<file path="config.mk">
export PLATFORM = sky130hd
export DESIGN_NAME = ksa_seq_ctrl
export DESIGN_NICKNAME = d
export VERILOG_FILES = /design/src/rtl/ksa_seq_pkg.sv /design/src/rtl/ksa16_cin.sv /design/src/rtl/ksa_seq_ctrl.sv
export SDC_FILE = /design/constraint.sdc
export NUM_CORES = 1
export LEC_CHECK = 0
export ABC_CLOCK_PERIOD_IN_PS = 20600
export BUFFER_PORTS_ARGS = -buffer_cell sky130_fd_sc_hd__buf_2
export CAP_MARGIN = 5
export CORE_ASPECT_RATIO = 1.2
export CORE_MARGIN = 2
export CORE_UTILIZATION = 52
export CTS_CLUSTER_DIAMETER = 30
export DETAILED_ROUTE_END_ITERATION = 6
export PLACE_DENSITY = 0.74
export RECOVER_POWER = 25
export SLEW_MARGIN = 20
export SYNTH_ARGS = -nofsm -noshare
export SYNTH_HDL_FRONTEND = slang
export SYNTH_HIERARCHICAL = 1
export SYNTH_SLANG_ARGS = --single-unit
</file>
<file path="constraint.sdc">
create_clock -name wb_clk_i -period 20.6 [get_ports wb_clk_i]
set_input_delay 0 -clock wb_clk_i [delete_from_list [all_inputs] [get_ports wb_clk_i]]
set_output_delay 0 -clock wb_clk_i [all_outputs]
set_load 0.1 [all_outputs]
</file>
<file path="src/rtl/ksa_seq_pkg.sv">
// Shared constants, register map and state encoding for the chunked 64-bit
// add/subtract sequencer.
package ksa_seq_pkg;

  localparam int unsigned CHUNK_W = 16;
  localparam int unsigned CHUNKS  = 4;
  localparam int unsigned OP_W    = CHUNK_W * CHUNKS;
  localparam int unsigned IDX_W   = $clog2(CHUNKS);

  // Word offsets (byte address bits [4:2])
  localparam logic [2:0] REG_A_LO   = 3'd0;
  localparam logic [2:0] REG_A_HI   = 3'd1;
  localparam logic [2:0] REG_B_LO   = 3'd2;
  localparam logic [2:0] REG_B_HI   = 3'd3;
  localparam logic [2:0] REG_CTRL   = 3'd4;
  localparam logic [2:0] REG_STATUS = 3'd5;
  localparam logic [2:0] REG_RES_LO = 3'd6;
  localparam logic [2:0] REG_RES_HI = 3'd7;

  localparam int unsigned CTRL_START    = 0;
  localparam int unsigned CTRL_SUB      = 1;
  localparam int unsigned CTRL_IRQ_EN   = 2;
  localparam int unsigned CTRL_DONE_CLR = 3;

  localparam int unsigned STAT_BUSY = 0;
  localparam int unsigned STAT_DONE = 1;
  localparam int unsigned STAT_COUT = 2;
  localparam int unsigned STAT_OVF  = 3;

  typedef enum logic [1:0] {IDLE, RUN, FIN} state_e;

  // Apply Wishbone byte enables to a 32-bit register word.
  function automatic logic [31:0] byte_merge(input logic [31:0] cur,
                                             input logic [31:0] wdat,
                                             input logic [3:0]  sel);
    logic [31:0] r;
    r = cur;
    for (int i = 0; i < 4; i++) begin
      if (sel[i]) r[8*i +: 8] = wdat[8*i +: 8];
    end
    return r;
  endfunction

endpackage

</file>
<file path="src/rtl/ksa16_cin.sv">
// Combinational Kogge-Stone adder slice with carry-in folded into the bit-0
// generate term.
module ksa16_cin
  import ksa_seq_pkg::*;
(
  input  logic [CHUNK_W-1:0] a,
  input  logic [CHUNK_W-1:0] b,
  input  logic               cin,
  output logic [CHUNK_W-1:0] sum,
  output logic               cout
);

  localparam int unsigned LVLS = $clog2(CHUNK_W);

  logic [CHUNK_W-1:0] x;
  logic [CHUNK_W-1:0] g;
  logic [CHUNK_W-1:0] p;

  // Prefix levels at span 1,2,4,8; g[i] ends as carry out of bit i.
  always_comb begin
    x    = a ^ b;
    g    = a & b;
    p    = x;
    g[0] = g[0] | (x[0] & cin);
    for (int l = 0; l < LVLS; l++) begin
      g = g | (p & (g << (1 << l)));
      p = p & (p << (1 << l));
    end
    sum  = x ^ {g[CHUNK_W-2:0], cin};
    cout = g[CHUNK_W-1];
  end

endmodule

</file>
<file path="src/rtl/ksa_seq_ctrl.sv">
// Wishbone slave that sequences one 16-bit adder slice over four chunks to
// perform 64-bit add/subtract with busy/done status and a level interrupt.
module ksa_seq_ctrl
  import ksa_seq_pkg::*;
#(
  parameter logic [31:0] BASE_ADDR = 32'h3000_0000
) (
  input  logic        wb_clk_i,
  input  logic        wb_rst_i,
  input  logic        wbs_stb_i,
  input  logic        wbs_cyc_i,
  input  logic        wbs_we_i,
  input  logic [3:0]  wbs_sel_i,
  input  logic [31:0] wbs_adr_i,
  input  logic [31:0] wbs_dat_i,
  output logic        wbs_ack_o,
  output logic [31:0] wbs_dat_o,
  output logic        irq_o
);

  state_e             state;
  state_e             state_nx;
  logic [OP_W-1:0]    op_a;
  logic [OP_W-1:0]    op_b;
  logic [OP_W-1:0]    staging;
  logic [OP_W-1:0]    res;
  logic [IDX_W-1:0]   idx;
  logic               carry;
  logic               sub;
  logic               irq_en;
  logic               done;
  logic               cout_f;
  logic               ovf;
  logic               busy;
  logic               hit;
  logic               acc;
  logic               wr;
  logic               ctrl_wr;
  logic               start_acc;
  logic [2:0]         word;
  logic [31:0]        rd_data;
  logic [CHUNK_W-1:0] slice_a;
  logic [CHUNK_W-1:0] slice_b;
  logic [CHUNK_W-1:0] slice_sum;
  logic               slice_cout;
  logic               unused_adr;

  assign hit        = (wbs_adr_i[31:5] == BASE_ADDR[31:5]);
  assign word       = wbs_adr_i[4:2];
  assign acc        = wbs_stb_i & wbs_cyc_i & hit & ~wbs_ack_o;
  assign wr         = acc & wbs_we_i;
  assign ctrl_wr    = wr & (word == REG_CTRL) & wbs_sel_i[0];
  assign start_acc  = ctrl_wr & wbs_dat_i[CTRL_START] & (state == IDLE);
  assign busy       = (state != IDLE);
  assign irq_o      = done & irq_en;
  assign unused_adr = ^wbs_adr_i[1:0];

  // Chunk mux into the single shared slice; subtract inverts B.
  assign slice_a = op_a[32'(idx) * CHUNK_W +: CHUNK_W];
  assign slice_b = op_b[32'(idx) * CHUNK_W +: CHUNK_W] ^ {CHUNK_W{sub}};

  ksa16_cin u_slice (
    .a    (slice_a),
    .b    (slice_b),
    .cin  (carry),
    .sum  (slice_sum),
    .cout (slice_cout)
  );

  always_ff @(posedge wb_clk_i or posedge wb_rst_i) begin
    if (wb_rst_i) state <= IDLE;
    else          state <= state_nx;
  end

  always_comb begin
    state_nx = state;
    unique case (state)
      IDLE:    if (start_acc) state_nx = RUN;
      RUN:     if (idx == IDX_W'(CHUNKS - 1)) state_nx = FIN;
      FIN:     state_nx = IDLE;
      default: state_nx = IDLE;
    endcase
  end

  always_comb begin
    rd_data = '0;
    case (word)
      REG_A_LO:   rd_data = op_a[31:0];
      REG_A_HI:   rd_data = op_a[63:32];
      REG_B_LO:   rd_data = op_b[31:0];
      REG_B_HI:   rd_data = op_b[63:32];
      REG_CTRL: begin
        rd_data[CTRL_SUB]    = sub;
        rd_data[CTRL_IRQ_EN] = irq_en;
      end
      REG_STATUS: begin
        rd_data[STAT_BUSY] = busy;
        rd_data[STAT_DONE] = done;
        rd_data[STAT_COUT] = cout_f;
        rd_data[STAT_OVF]  = ovf;
      end
      REG_RES_LO: rd_data = res[31:0];
      REG_RES_HI: rd_data = res[63:32];
      default:    rd_data = '0;
    endcase
  end

  always_ff @(posedge wb_clk_i or posedge wb_rst_i) begin
    if (wb_rst_i) begin
      wbs_ack_o <= 1'b0;
      wbs_dat_o <= '0;
      op_a      <= '0;
      op_b      <= '0;
      staging   <= '0;
      res       <= '0;
      idx       <= '0;
      carry     <= 1'b0;
      sub       <= 1'b0;
      irq_en    <= 1'b0;
      done      <= 1'b0;
      cout_f    <= 1'b0;
      ovf       <= 1'b0;
    end else begin
      wbs_ack_o <= acc;
      wbs_dat_o <= (acc && !wbs_we_i) ? rd_data : '0;

      // Operands and SUB are frozen while a sequence is in flight.
      if (wr && !busy) begin
        case (word)
          REG_A_LO: op_a[31:0]  <= byte_merge(op_a[31:0],  wbs_dat_i, wbs_sel_i);
          REG_A_HI: op_a[63:32] <= byte_merge(op_a[63:32], wbs_dat_i, wbs_sel_i);
          REG_B_LO: op_b[31:0]  <= byte_merge(op_b[31:0],  wbs_dat_i, wbs_sel_i);
          REG_B_HI: op_b[63:32] <= byte_merge(op_b[63:32], wbs_dat_i, wbs_sel_i);
          default: ;
        endcase
      end
      if (ctrl_wr) begin
        irq_en <= wbs_dat_i[CTRL_IRQ_EN];
        if (!busy) sub <= wbs_dat_i[CTRL_SUB];
      end

      // Completion outranks a same-cycle DONE_CLR.
      if (state == FIN) done <= 1'b1;
      else if (start_acc || (ctrl_wr && wbs_dat_i[CTRL_DONE_CLR])) done <= 1'b0;

      case (state)
        IDLE: begin
          if (start_acc) begin
            carry <= wbs_dat_i[CTRL_SUB];
            idx   <= '0;
          end
        end
        RUN: begin
          staging[32'(idx) * CHUNK_W +: CHUNK_W] <= slice_sum;
          carry <= slice_cout;
          idx   <= idx + IDX_W'(1);
        end
        FIN: begin
          res    <= staging;
          cout_f <= carry;
          ovf    <= (op_a[OP_W-1] == (op_b[OP_W-1] ^ sub)) &&
                    (staging[OP_W-1] != op_a[OP_W-1]);
        end
        default: ;
      endcase
    end
  end

endmodule

</file>
* Yosys cells after proc, flatten, opt, wreduce, memory -nomap -nowiden
Index checks and enable logic that the tools add are counted.
Word-level totals: logic and storage cells 124, register bits 299
Operators by class: muxes and demuxes 15, $add $sub $neg 2, shifts and indexed selects 4, reductions and logical operators 31, bitwise operators 29, equality and inequality tests 15
Operator list (number):
- one-hot mux 28 bit (6 select lines) | 1
- bitwise AND 16 bit | 8
- variable part select 64 x 7 -> 16 bit | 2
- bitwise mux 64 bit | 1
- OR 16 bit | 4
- variable shift 16 x 34 -> 64 bit (first input constant) | 1
- variable part select 16 x 34 -> 64 bit | 1
- AND reduction 3 bit | 16
- XOR 16 bit | 3
- negation 6 -> 34 bit | 1
- 2-to-1 mux 32 bit | 1
- == test 27 x 25 -> 1 bit (second input constant) | 1
- one-hot mux 2 bit (8 select lines) | 1
- one-hot mux 1 bit (7 select lines) | 2
- == test 3 bit (second input constant) | 4
- bitwise AND 1 bit | 10
- one-hot mux 2 bit (2 select lines) | 2
- == test 3 x 2 -> 1 bit (second input constant) | 2
- 2-to-1 mux 2 bit | 3
- AND reduction 2 bit | 3
- nonzero test 2 bit | 3
- == test 2 bit (second input constant) | 2
- logical AND 1 bit | 4
- != test 2 bit (second input constant) | 2
- other kinds (14) | 18

* Longest topological paths before layout
Gate-level depths: netlist (run 1).
depth in word-level cells 16, mapped depth 15, gate-level depth less buffers 13

* Modules after synthesis
Netlist (run 1), hierarchy kept.
Modules (own cells, without submodules):
- ksa_seq_ctrl | area each 13584.3 um^2, times used 1, cells each 954, sequential area each 7482.2 um^2
- ksa16_cin | area each 782.0 um^2, times used 1, cells each 96, sequential area each 0.0 um^2

* Worst setup path after synthesis (run 1)
No wires, ideal clock.
path type flip-flop to flip-flop, from register idx[0], to register staging[62], path buffers 2, period minus slack after synthesis 3.496 ns, data required time 20.531 ns, setup slack 17.104 ns, arrival 3.427 ns, cell stages (with the launch flop) 15, path through dfrtp_1 -> buf_2 -> buf_1 -> mux4_2 -> xnor2_1 -> fa_1 -> inv_1 -> fa_1 -> nor2b_2 -> o2111ai_1 -> a31oi_1 -> a22oi_2 -> a31oi_2 -> xor2_1 -> a22o_1
On the way: word-level cells in the longest chain between the ends 15
Ends and longest elaborated chain:
- start: declaration | RTL line ksa_seq_ctrl.sv:27 | logic [IDX_W-1:0] idx;
- start signal: assignment | RTL line ksa_seq_ctrl.sv:156 | idx <= idx + IDX_W'(1);
- variable part select 64 x 7 -> 16 bit (*) | RTL line ksa_seq_ctrl.sv:60 | assign slice_b = op_b[32'(idx) * CHUNK_W +: CHUNK_W] ^ {CHUNK_W{sub}};
- XOR 16 bit (*) | RTL line ksa_seq_ctrl.sv:60
- net slice_b[0] | RTL line ksa_seq_ctrl.sv:43 | logic [CHUNK_W-1:0] slice_b;
- XOR 16 bit | RTL line ksa16_cin.sv:21 | x = a ^ b;
- bitwise AND 1 bit | RTL line ksa16_cin.sv:24 | g[0] = g[0] | (x[0] & cin);
- OR 1 bit | RTL line ksa16_cin.sv:24
- bitwise AND 16 bit | RTL line ksa16_cin.sv:26 | g = g | (p & (g << (1 << l)));
- OR 16 bit | RTL line ksa16_cin.sv:26
- OR 16 bit (*) | RTL line ksa16_cin.sv:26
- bitwise AND 16 bit (*) | RTL line ksa16_cin.sv:26
- OR 16 bit (*) | RTL line ksa16_cin.sv:26
- bitwise AND 16 bit (*) | RTL line ksa16_cin.sv:26
- OR 16 bit (*) | RTL line ksa16_cin.sv:26
- XOR 16 bit (*) | RTL line ksa16_cin.sv:29 | sum = x ^ {g[CHUNK_W-2:0], cin};
- net slice_sum[14] | RTL line ksa_seq_ctrl.sv:44 | logic [CHUNK_W-1:0] slice_sum;
- variable part select 16 x 34 -> 64 bit (*) | RTL line ksa_seq_ctrl.sv:154 | staging[32'(idx) * CHUNK_W +: CHUNK_W] <= slice_sum;
- bitwise mux 64 bit (*) | RTL line ksa_seq_ctrl.sv:154
- end signal: indexed assignment | RTL line ksa_seq_ctrl.sv:154
- end: declaration | RTL line ksa_seq_ctrl.sv:25 | logic [OP_W-1:0] staging;
The timed path passes the listed nets; every way through them passes the cells marked *. A chain may end at the register's enable or synchronous reset.

==> flow_summary.yaml, run 1 <==
setup_path:
  r2r_cells: 13
  required_ps: 21160
  cp_max_fo: 85
  timing.reg2reg.setup_slack_ps: 16080
  end_kind: "asynchronous set/reset pin"
  r2r-start: "idx[1]"
  rr_endpoint: "staging[12]"
  cp.arrival_ps: 6480
  path_class: "input port to asynchronous set/reset pin"
  cp-start-kind: "input port"
outcome:
  status: "finished with violations"
  failed_checks: "capacitance limit, slew limit"
global_routing:
  gr-usage-all-layers: 0.306
  grt_max_degree: 86
  overflow: 0
  grt_pass1_wl_um: 65800
  antenna_found_initial: 0
  grt_pass1_vias: 11000
drt:
  ant_nets: 0
  drt_iter0_markers: 930
  wl_per_cell_um: 26.7
  vias: 10600
  finalWirelength_um: 42900
  drtPass1Iterations: 7
  drc: 0
  viasPerCell: 6.57
pwr:
  ir_drop_mv: 0.0669
  power.total_mw: 1.62
  power_density_nw_per_um2: 91.4
  p_leak_nw: 8.28
die:
  die_h_um: 186
  fp-row-count: 66
  core_area_um2: 27200
  io_pins: 107
  dieArea_um2: 29000
  start_util: 0.529
  die_x_um: 156
cts:
  cts_tree: "built"
  clock_latency_ps: 580
  cts_root_buf: "clkbuf_16"
  cts_max_level: 2
  post_cts_buffers: 0
  cts_sinks: 299
  cts_resized: 0
  cts_buffer_depth: 3
  cts_made_buffers: 60
  path_clk_slew_ps: 50
final_layout:
  stdcell_count: 1609
  fillCellCount: 1911
  area_growth_pct: 23.1
  final_area_um2: 17700
  final_util: 0.651
  drive_gt1_frac: 0.374
  fin_nets: 1314
sta:
  fmax_ghz: 0.169
  finalSetupTns_ps: 0
  post-route-period-util: 0.287
  tightest_slew_ps: 3670
  rsz0062_at_grt: "false"
  finalMaxSlewViolations: 153
  relSlewSlack: -1.45
  finalClockSkew_ps: 22.9
  finalHoldViolCount: 0
  finalSetupViolations: 0
  period_minus_slack_ps: 5920
  finalWorstSetupSlack_ps: 14680
  holdWs_ps: 27.4
placed_design:
  dpl.hpwl_um: 26500
  io_buffer_count: 104
  dpl_cell_area_um2: 15300
  dp_cells: 1458
  gp_congestion: 0.935
  place_ws_ps: 16190
hold_path:
  holdPathStages: 4
  hold_end: "op_b[10]"
  hold_class: "input port to flop"
  hp-start: "wbs_sel_i[1]"
synth:
  syn_area_per_cell_um2: 13.7
  syn_nets: 1145
  synthFlopType: "dfrtp_1"
  syn_area_um2: 14400
  postSynthCellCount: 1050
  synth-edff-count: 0
  yosysSeqAreaShare: 0.521
  ys_ff_latch: 299
  yosysUniqueCellTypes: 69
  async_reset_ff_frac: 1.00
  yosys_warnings: 6
run:
  max_cap_violations: 2
-- worst max-delay path: stages --
cell,delay [ps]
dlygate4sd3_1,530
buf_2,120
clkinvlp_2,1990
clkbuf_1,2690
buf_4,1040
-- Yosys cell counts, drive strengths merged, types with 8 or more instances --
cell type,number,area share
a211oi,10,0.0059
a21o,9,0.0047
a21oi,25,0.0092
a221oi,8,0.0049
a22o,74,0.045
a22oi,48,0.025
a31oi,15,0.0070
buf,28,0.0093
clkbuf,30,0.0078
dfrtp,299,0.52
ha,20,0.017
inv,22,0.0057
mux2,203,0.16
mux4,34,0.053
nand2,44,0.011
nor2,21,0.0055
nor2b,14,0.0063
nor4,26,0.029
o21ai,9,0.0031
xnor2,27,0.016
-- layout by cell type, fill, tap and decap left out, types with 13 or more instances in the layout --
| cell | count |
|---|---|
| nor2_1 | 21 |
| clkbuf_1 | 41 |
| mux4_2 | 34 |
| buf_2 | 70 |
| a22oi_1 | 47 |
| nand2_1 | 43 |
| a21oi_1 | 23 |
| a22o_1 | 74 |
| clkbuf_16 | 61 |
| inv_1 | 20 |
| dfrtp_1 | 297 |
| nor4_4 | 16 |
| nor2b_1 | 13 |
| buf_4 | 21 |
| dlygate4sd3_1 | 39 |
| mux2_2 | 192 |
| xnor2_1 | 27 |
| ha_1 | 20 |
| a31oi_1 | 14 |
-- flip-flops by register name, indices dropped and copies added (netlist names) --
register / flops
op_b: 64
staging: 64
carry: 1
wbs_dat_o: 32
cout_f: 1
idx: 2
done: 1
ovf: 1
wbs_ack_o: 1
sub: 1
op_a: 64
state: 2
res: 64
irq_en: 1
-- area by class of cell --
type | count | area (um^2) | share of cell area
Antenna cell | 1 | 2.50 | 0.000142
Clock buffer | 77 | 1690 | 0.0954
Clock inverter | 34 | 389 | 0.0220
Inverter | 22 | 83.8 | 0.00474
Multi-Input combinational cell | 671 | 6580 | 0.372
Sequential cell | 299 | 7480 | 0.423
Tap cell | 340 | 425 | 0.0241
Timing Repair Buffer | 165 | 1030 | 0.0582
-- repair_timing --
| item | 4_1_cts | 5_1_grt |
|---|---|---|
| hold buffers | 39 | 0 |
| setup endpoints to repair | 0 | 0 |
| hold endpoints to repair | 222 | 0 |
-- layer usage --
metal / share of wire / global-route usage / vias to the layer above
met5: 0 / 0 / -
met4: 0.061 / 0.176 / 0
met3: 0.080 / 0.0650 / 168
met2: 0.47 / 0.494 / 588
met1: 0.38 / 0.383 / 5435
li1: - / - / 4384
-- cell families after synthesis --
kind of cell / after synthesis / share of synthesized area
AOI/OAI and AO/OA: 231 / 0.127
adders and majority gates: 22 / 0.0202
and+or+nand+nor: 146 / 0.0749
xor gates and xnor gates: 31 / 0.0189
buffers and inverters: 80 / 0.0229
muxes: 241 / 0.215
DFF: 299 / 0.521
-- worst max path at each step --
| stage | startpoint | endpoint | slack (ps) | depth (start not counted) |
|---|---|---|---|---|
| 2_1_floorplan | wb_rst_i | carry | 12340 | 1 |
| 3_3_place_gp | idx[1] | staging[12] | 16270 | 13 |
| 3_5_place_dp | idx[1] | staging[12] | 16190 | 13 |
| 4_1_cts | idx[1] | staging[12] | 16160 | 13 |
| 5_1_grt | wb_rst_i | op_b[17] | 13390 | 5 |
| 6_report | wb_rst_i | op_b[17] | 14680 | 5 |
-- where the power goes --
part	internal [mW]	leakage (nW)	switching (mW)	total, mW
Combinational	0.0147	3.11	0.0362	0.0510
Sequential	0.589	4.16	0.00000000265	0.589
Clock	0.653	1.01	0.324	0.976
Total	1.26	8.28	0.360	1.62
Power figures use the tool's default switching activity.
==> run 2, diff against run 1 <==
Settings changed: ABC_CLOCK_PERIOD_IN_PS 20600 to 6000.
Clock period 20.6 ns to 6 ns, I/O delays scaled along.
==> run 2 against run 1 <==
  * The flow still finishes with violations (capacitance limit, slew limit)
  * Hold slack improved by 42 ps
  * Power grew to 3.4 times the previous value
  * Non-clock buffer count increased by 2
  * Largest cell class unchanged
  * Largest power group unchanged
==> flow_summary.yaml, run 2 (synthesis results as in run 1) <==
outcome:
  status: "finished with violations"
  failed_checks: "capacitance limit, slew limit"
setup_path:
  required_ps: 6500
  crit_slowest_cell: "dfrtp_2"
  end_kind: "flop"
  crit_chain: "buf_4 > mux4_2 > xnor2_1 > inv_1 > fa_1 > nor2b_2 > o2111ai_1 > a31oi_1 > a22oi_2 > a21oi_1 > xor2_1 > a22o_1"
  path_class: "flop to flop"
  setup.worst_path.start: "idx[1]"
  cp_max_fo: 21
  cp.arrival_ps: 4780
  timing.reg2reg.setup_slack_ps: 1720
  cpPeakStageDelay_ps: 700
  r2r-start: "idx[1]"
  cp-start-kind: "flop"
cts:
  cts_sinks: 299
  cts_root_buf: "clkbuf_16"
  cts_made_buffers: 58
  holdBufCountCts: 42
  post_cts_buffers: 0
  cts_max_level: 2
  cts_buffer_depth: 3
  cts_resized: 0
  cts_tree: "built"
  clock_latency_ps: 580
  path_clk_slew_ps: 50
drt:
  drc: 0
  viasPerCell: 6.63
  finalWirelength_um: 43400
  drt_iter0_markers: 1003
  drtPass1Iterations: 5
  ant_nets: 0
  wl_per_cell_um: 27.0
  vias: 10700
sta:
  period_minus_slack_ps: 4280
  finalSetupViolations: 0
  finalSetupTns_ps: 0
  post-route-period-util: 0.713
  finalMaxSlewViolations: 139
  fmax_ghz: 0.234
  finalClockSkew_ps: 19.9
  tightest_slew_ps: 2380
  finalWorstSetupSlack_ps: 1720
  finalHoldViolCount: 0
  relSlewSlack: -0.588
  holdWs_ps: 68.9
  rsz0062_at_grt: "false"
pwr:
  ir_drop_mv: 0.296
  switching_share: 0.237
  combPwrFrac: 0.032
  pwr-share-seq: 0.367
  p_leak_nw: 8.27
  switchingPower_mw: 1.31
  power.total_mw: 5.50
  p_int_mw: 4.20
  clock_power_share: 0.601
  power_density_nw_per_um2: 311
run:
  max_cap_violations: 2
placed_design:
  io_buffer_count: 104
  gp_congestion: 0.930
  dp_cells: 1457
  place_ws_ps: 1830
  dpl.hpwl_um: 26800
hold_path:
  hold_class: "input port to flop"
  hp-start: "wbs_adr_i[2]"
global_routing:
  antenna_found_initial: 0
  gr-usage-all-layers: 0.308
  grt_pass1_vias: 11200
  grt_pass1_wl_um: 66700
  grt_max_degree: 164
  overflow: 0
die:
  fp-row-count: 66
  start_util: 0.529
  die_h_um: 186
  io_pins: 107
  die_x_um: 156
  core_area_um2: 27200
  dieArea_um2: 29000
final_layout:
  fin_nets: 1314
  drive_gt1_frac: 0.375
  area_growth_pct: 23.1
  mostFrequentLayoutCell: "dfrtp_1"
  antenna_cells: 0
  stdcell_count: 1609
  layout_common_cells: "dfrtp_1, mux2_2, a22o_1"
## run 2: cell types whose count changed in the layout (fill, tap and decap cells not counted), moves of 2 or more
cell	before	now
clkinv_4	7	14
clkbuf_8	10	4
clkinv_2	8	3
clkbuf_1	41	37
inv_8	0	4
clkbuf_16	61	58
dlygate4sd3_1	39	42
inv_6	8	11
buf_4	21	19
## run 2: cell type report
type                    instances  area [um^2]
clock buffers                  65         1520
clock inverters                45          520
fillers                      1913         9490
inverters                      22         83.8
multi-input cells             671         6580
flip-flops and latches        299         7480
well taps                     340          425
repair buffers                167         1070
## run 2: path summary, 6_finish.rpt
kind,endpoint,cells after the start
hold / removal,state[0],4
setup reg to reg,staging[60],12
max in group asynchronous,op_b[1],4
min in group asynchronous,op_a[45],3
setup / recovery,staging[60],12
hold reg to reg,res[35],1
## run 2: power groups by stage
stage | registers [mW] | clock network (mW) | logic (mW)
global route | 2.02 | 3.44 | 0.188
finish | 2.02 | 3.31 | 0.175
detailed placement | 2.05 | 0 | 0.153
CTS | 2.02 | 3.34 | 0.174
floorplan | 2.05 | 0 | 0.0769
global placement | 2.05 | 0 | 0.151
## run 2: layer usage
metal	global-route usage	vias to the layer above	share of wire
met4	0.185	0	0.064
met5	0	-	0
li1	-	4394	-
met1	0.387	5491	0.38
met2	0.495	616	0.48
met3	0.0650	165	0.080
## run 2: worst max-delay path, delay by kind of cell (launching register included)
family / cells / cell delay, ps
flip-flops: 1 / 700
multiplexers: 1 / 580
buffers and inverters: 2 / 580
adder cells (fa/ha/maj): 1 / 450
AO/OA/AOI/OAI: 5 / 1100
AND/OR/NAND/NOR: 1 / 180
XOR/XNOR: 2 / 610
## run 2: per-stage QoR
step / instance area (um^2) / util
5_1_grt: 17700 / 0.651
6_report: 17700 / 0.651
3_5_place_dp: 15300 / 0.562
4_1_cts: 17700 / 0.653
2_1_floorplan: 14400 / -
3_3_place_gp: 15300 / 0.562
